## src/rtl/mux_scan_pkg.sv

```systemverilog
// Shared state enum, select-width helper and mask scan helper for the mux scan serializer.
// next_set_idx is only referenced when MUX_SCAN_MASK_EN is defined.
package mux_scan_pkg;

  typedef enum logic {
    IDLE = 1'b0,
    SCAN = 1'b1
  } state_e;

  // Upper bound on frame length that next_set_idx can scan.
  localparam int MAX_N = 32;

  function automatic int sel_w(input int n);
    return (n > 1) ? $clog2(n) : 1;
  endfunction

  // Lowest set index at or above 'from', or -1 when no such bit exists.
  function automatic int next_set_idx(input logic [MAX_N-1:0] mask, input int from);
    int idx;
    idx = -1;
    for (int i = MAX_N - 1; i >= 0; i--) begin
      if (i >= from && mask[i]) idx = i;
    end
    return idx;
  endfunction

endpackage

```

## src/rtl/mux_scan_serializer_if.sv

```systemverilog
// Frame-in / word-out handshake bundle for mux_scan_serializer.
// in_mask exists only when MUX_SCAN_MASK_EN is defined.
interface mux_scan_serializer_if
  import mux_scan_pkg::*;
#(
  parameter int N = 9,
  parameter int W = 1
);
  localparam int SEL_W = sel_w(N);

  logic             in_valid;
  logic             in_ready;
  logic [N*W-1:0]   in_data;
`ifdef MUX_SCAN_MASK_EN
  logic [N-1:0]     in_mask;
`endif
  logic             out_valid;
  logic             out_ready;
  logic [W-1:0]     out_data;
  logic [SEL_W-1:0] out_sel;
  logic             out_last;

  modport master (
    output in_valid,
    output in_data,
`ifdef MUX_SCAN_MASK_EN
    output in_mask,
`endif
    output out_ready,
    input  in_ready,
    input  out_valid,
    input  out_data,
    input  out_sel,
    input  out_last
  );

  modport slave (
    input  in_valid,
    input  in_data,
`ifdef MUX_SCAN_MASK_EN
    input  in_mask,
`endif
    input  out_ready,
    output in_ready,
    output out_valid,
    output out_data,
    output out_sel,
    output out_last
  );

endinterface

```

## src/rtl/mux_if_bal_9_1.sv

```systemverilog
// N:1 word select mux (9:1 by default), purely combinational.
// Selects at or above N read as zero, though the serializer never drives them.
module mux_if_bal_9_1
  import mux_scan_pkg::*;
#(
  parameter int N = 9,
  parameter int W = 1,
  localparam int SEL_W = sel_w(N)
) (
  input  logic [N*W-1:0]   data_i,
  input  logic [SEL_W-1:0] sel_i,
  output logic [W-1:0]     data_o
);

  always_comb begin
    data_o = '0;
    for (int k = 0; k < N; k++) begin
      if (sel_i == SEL_W'(k)) data_o = data_i[k*W +: W];
    end
  end

endmodule

```

## src/rtl/mux_scan_serializer.sv

```systemverilog
// Latches an N-word frame and steps the mux select across it, one word per out beat, first word one cycle after accept.
// in_ready depends combinationally on out_ready during the last beat; MUX_SCAN_MASK_EN adds per-word skip mask.
module mux_scan_serializer
  import mux_scan_pkg::*;
#(
  parameter int N = 9,
  parameter int W = 1
) (
  input  logic                clk,
  input  logic                rst,
  mux_scan_serializer_if.slave bus
);
  localparam int SEL_W = sel_w(N);

  state_e           state_q, state_d;
  logic [N*W-1:0]   frame_q, frame_d;
  logic [SEL_W-1:0] sel_q, sel_d;
  logic [W-1:0]     out_data;
  logic             in_ready;
  logic             beat;
  logic             accept;
  logic             last;

`ifdef MUX_SCAN_MASK_EN
  logic [N-1:0] mask_q, mask_d;
  int           first_idx;
  int           next_idx;

  always_comb begin
    first_idx = next_set_idx(MAX_N'(bus.in_mask), 0);
    next_idx  = next_set_idx(MAX_N'(mask_q), int'(sel_q) + 1);
  end

  assign last = (state_q == SCAN) && (next_idx < 0);
`else
  assign last = (state_q == SCAN) && (sel_q == SEL_W'(N - 1));
`endif

  assign beat     = (state_q == SCAN) && bus.out_ready;
  assign in_ready = (state_q == IDLE) || (beat && last);
  assign accept   = bus.in_valid && in_ready;

  assign bus.in_ready  = in_ready;
  assign bus.out_valid = (state_q == SCAN);
  assign bus.out_sel   = sel_q;
  assign bus.out_last  = last;
  assign bus.out_data  = out_data;

  always_comb begin
    state_d = state_q;
    frame_d = frame_q;
    sel_d   = sel_q;
`ifdef MUX_SCAN_MASK_EN
    mask_d  = mask_q;
`endif
    // A load on the last beat takes priority over returning to IDLE.
    if (accept) begin
      frame_d = bus.in_data;
`ifdef MUX_SCAN_MASK_EN
      mask_d  = bus.in_mask;
      if (first_idx >= 0) begin
        state_d = SCAN;
        sel_d   = SEL_W'(first_idx);
      end else begin
        state_d = IDLE;
      end
`else
      state_d = SCAN;
      sel_d   = '0;
`endif
    end else if (beat) begin
      if (last) begin
        state_d = IDLE;
      end else begin
`ifdef MUX_SCAN_MASK_EN
        sel_d = SEL_W'(next_idx);
`else
        sel_d = sel_q + 1'b1;
`endif
      end
    end
  end

  always_ff @(posedge clk) begin
    if (rst) begin
      state_q <= IDLE;
      frame_q <= '0;
      sel_q   <= '0;
`ifdef MUX_SCAN_MASK_EN
      mask_q  <= '0;
`endif
    end else begin
      state_q <= state_d;
      frame_q <= frame_d;
      sel_q   <= sel_d;
`ifdef MUX_SCAN_MASK_EN
      mask_q  <= mask_d;
`endif
    end
  end

  mux_if_bal_9_1 #(
    .N (N),
    .W (W)
  ) u_mux (
    .data_i (frame_q),
    .sel_i  (sel_q),
    .data_o (out_data)
  );

endmodule

```

## src/flat_wrapper.sv

```systemverilog
// flat-port wrapper written by rule: the top's interface ports become plain ports
module mux_scan_serializer_flat import mux_scan_pkg::*;
#(
  parameter int N = 9,
  parameter int W = 1
)
  (clk, rst, bus_in_valid, bus_in_data, bus_out_ready, bus_in_ready, bus_out_valid, bus_out_data, bus_out_sel, bus_out_last);
  mux_scan_serializer_if #(.N(N), .W(W)) bus_i ();
  input  logic clk;
  input  logic rst;
  input wire logic [$bits(bus_i.in_valid)-1:0] bus_in_valid;
  input wire logic [$bits(bus_i.in_data)-1:0] bus_in_data;
  input wire logic [$bits(bus_i.out_ready)-1:0] bus_out_ready;
  output wire logic [$bits(bus_i.in_ready)-1:0] bus_in_ready;
  output wire logic [$bits(bus_i.out_valid)-1:0] bus_out_valid;
  output wire logic [$bits(bus_i.out_data)-1:0] bus_out_data;
  output wire logic [$bits(bus_i.out_sel)-1:0] bus_out_sel;
  output wire logic [$bits(bus_i.out_last)-1:0] bus_out_last;
  assign bus_i.in_valid = bus_in_valid;
  assign bus_i.in_data = bus_in_data;
  assign bus_i.out_ready = bus_out_ready;
  assign bus_in_ready = bus_i.in_ready;
  assign bus_out_valid = bus_i.out_valid;
  assign bus_out_data = bus_i.out_data;
  assign bus_out_sel = bus_i.out_sel;
  assign bus_out_last = bus_i.out_last;
  mux_scan_serializer #(.N(N), .W(W)) u_core (.clk(clk), .rst(rst), .bus(bus_i));
endmodule
```

## config.mk

```make
export PLATFORM = sky130hd
export DESIGN_NAME = mux_scan_serializer_flat
export DESIGN_NICKNAME = d
export VERILOG_FILES = /design/src/rtl/mux_scan_pkg.sv /design/src/rtl/mux_scan_serializer_if.sv /design/src/rtl/mux_if_bal_9_1.sv /design/src/rtl/mux_scan_serializer.sv /design/src/flat_wrapper.sv
export SDC_FILE = /design/constraint.sdc
export NUM_CORES = 1
export LEC_CHECK = 0
export BUFFER_PORTS_ARGS = -buffer_cell sky130_fd_sc_hd__buf_4
export CAP_MARGIN = 10
export CORE_MARGIN = 4
export CORE_UTILIZATION = 40
export DETAILED_ROUTE_END_ITERATION = 8
export REMOVE_ABC_BUFFERS = 1
export SYNTH_ARGS = -nofsm -noshare
export SYNTH_HDL_FRONTEND = slang
export SYNTH_HIERARCHICAL = 1
export SYNTH_SLANG_ARGS = --single-unit
```

## constraint.sdc

```tcl
create_clock -name clk -period 2.01 [get_ports clk]
set_clock_uncertainty 0.1 [all_clocks]
set_input_delay 0.603 -clock clk [delete_from_list [all_inputs] [get_ports clk]]
set_output_delay 0.603 -clock clk [all_outputs]
set_load 0.05 [all_outputs]
```

==> results.toml <==
[critical_path]
path_max_fanout = 3
r2r_cells = 8
worstSetupPathType = "reg -> out"
critPathRequiredTime_ps = 1310
arrival_ps = 1520
cp-end-kind = "output port"
start_kind = "flip-flop"

[detailed_routing]
wl_um = 1670
antenna_left = 0
drtIter0Drc = 13
wl_per_cell_um = 12.3
drc = 0
route.vias.total = 678
viasPerCell = 5.02
drt-pass1-iter-count = 4

[yosys]
synth_cells = 82
synth_seq_cells = 14
synth_cell_types = 25
synth_top_area_cell = "dfxtp_1"
yosys-top-cells-area = "dfxtp_1, nand2b_1, mux2i_1"
avgSynthCellArea_sq_um = 9.77
yosysWarnings = 6
netlist_area_sq_um = 801
synth_top_cell_area_share = 0.350
ys_seq_area_frac = 0.350

[clock_network]
cts_tree = "done"
clkTransAtPathRegs_ps = 80
root_buffer = "clkbuf_4"
clk_latency_ps = 280
htreeDepth = 1
clock_sinks = 14
cts_buffer_depth = 2
numCtsBuffers = 3

[power_and_ir_drop]
leakage_nw = 0.431
p_comb_frac = 0.204
switchingPower_mw = 0.157
p_clk_frac = 0.272
p_per_area_nw_per_um2 = 531
p_int_mw = 0.418
p_sw_frac = 0.273
ir_worst_vdd_uv = 366
seq_power_share = 0.524

[finish]
area_growth_pct = 35.3
drive_gt1_frac = 0.418
final_common_cell = "buf_4"
multi_input_comb_area_sq_um = 504
fin_area_sq_um = 1080
most-common-layout-cells = "buf_4, nand2b_1, dfxtp_1"
diodes = 0
final_cells = 135
fillers = 176
ff_latch_area_sq_um = 285
layout.nets = 127

[die]
pin_count = 21
fp.dieH_um = 52.7
die_x_um = 52.7
start_util = 0.444
coreArea_sq_um = 1800
num_rows = 15
die_area_sq_um = 2780

[timing]
setup_viol = 3
worst_pin_slew_ps = 337
layout_min_cycle_time_ps = 2220
finalWorstSetupSlack_ps = -213
whs_ps = 377
slew_viol_final = 0
fin_crit_sh = 1.11
max_slew_margin = 0.775
grt_setup_unrepaired = "true"
finalHoldViolations = 0
max_freq_ghz = 0.450

[global_route]
busiest_layer = "met2"
met2_usage = 0.240
groute.layer.met1.usage = 0.176
grt_max_degree = 24
grt_overflow = 0
track_usage = 0.144
antenna_found_initial = 0
grtUsageMet3 = 0.0598
grt_pass1_vias = 672
grt_pass1_wl_um = 2940

[outcome]
outcome = "finished, violations left"
violations = "setup timing"

[worst_hold_path]
whs_path_depth = 2
hold_class = "reg -> reg"

[run]
maxCapViolCount = 0

[placement]
gp_congestion = 0.772
io_buffers = 20
dp_hpwl_um = 1190
post_dp_cell_area_sq_um = 1010
post-place-cells = 130
cell type report:
class	instances	share of cell area
sequential	14	0.263
timing repair buffer	28	0.211
tap	25	0.0289
inverter	3	0.0104
clock buffer	3	0.0208
multi-input combinational	62	0.465
registers in the layout, summed over array words and instances, names as in the netlist:
| name | count |
|---|---|
| u_core/bus.out_sel | 4 |
| u_core/bus.out_valid | 1 |
| u_core/frame_q | 9 |
synthesized netlist by cell type:
library cell,n
nor2_1,3
o21ai_0,3
inv_1,3
a31oi_1,1
a21boi_4,1
nand3b_1,1
nand2_1,2
buf_6,1
dfxtp_1,14
ha_1,2
or3_1,2
nand3_1,4
nand2_2,1
nand4b_4,1
a211oi_2,2
and2_2,2
clkbuf_1,2
a221o_1,1
a21oi_1,2
a21boi_1,1
mux4_2,1
a211oi_1,2
mux2i_1,11
and3b_1,1
nand2b_1,18
path summary, 6_finish.rpt:
kind	from	endpoint	slack (ps)
hold reg to reg	u_core/frame_q[5]	u_core/frame_q[5]	380
hold / removal	u_core/frame_q[5]	u_core/frame_q[5]	380
setup / recovery	u_core/bus.out_sel[0]	bus_out_data	-210
setup reg to reg	u_core/bus.out_sel[0]	u_core/frame_q[8]	270
what timing repair did:
action                     in CTS  in global routing
pin swaps                       2                  1
setup endpoints to repair       3                  3
buffers inserted                2                  0
gates resized for setup        11                  3
cloned                          0                  0
hold buffers                    0                  0
per-layer routing:
| layer | up-vias | share of wire |
|---|---|---|
| li1 | 343 | - |
| met1 | 312 | 0.45 |
| met2 | 21 | 0.47 |
| met3 | 2 | 0.070 |
| met4 | 0 | 0.0072 |
| met5 | - | 0 |
power groups by stage:
stage,clock network (mW),registers (mW),logic [mW]
floorplan,0,0.315,0.0578
CTS,0.167,0.302,0.115
finish,0.156,0.301,0.117
global placement,0,0.309,0.110
global route,0.177,0.304,0.127
detailed placement,0,0.308,0.112
worst max-delay path, cell delays in order, from the launching register on:
cell and delay [ps]:
dfxtp_2 360, mux4_2 510, a21boi_2 170, a21oi_2 50, buf_6 150
cell families (layout without fill, tap and decap cells):
| kind of cell | after synthesis | count (layout) | synth area share |
|---|---|---|---|
| mux | 12 | 12 | 0.166 |
| simple gates | 35 | 35 | 0.281 |
| fa+ha+maj | 2 | 2 | 0.0312 |
| flops | 14 | 14 | 0.350 |
| buf+inv | 6 | 34 | 0.0375 |
| compound gates | 13 | 13 | 0.134 |
through the flow:
step,setup TNS [ps],power (mW),setup slack (ps),utilization
global placement,0,0.419,26.4,0.560
detailed placement,0,0.421,7.69,0.560
finish,-288,0.575,-213,0.601
floorplan,-1340,0.373,-724,-
global route,-494,0.608,-270,0.601
CTS,-342,0.584,-241,0.595
Note: power is estimated with default switching activity, not from simulation.
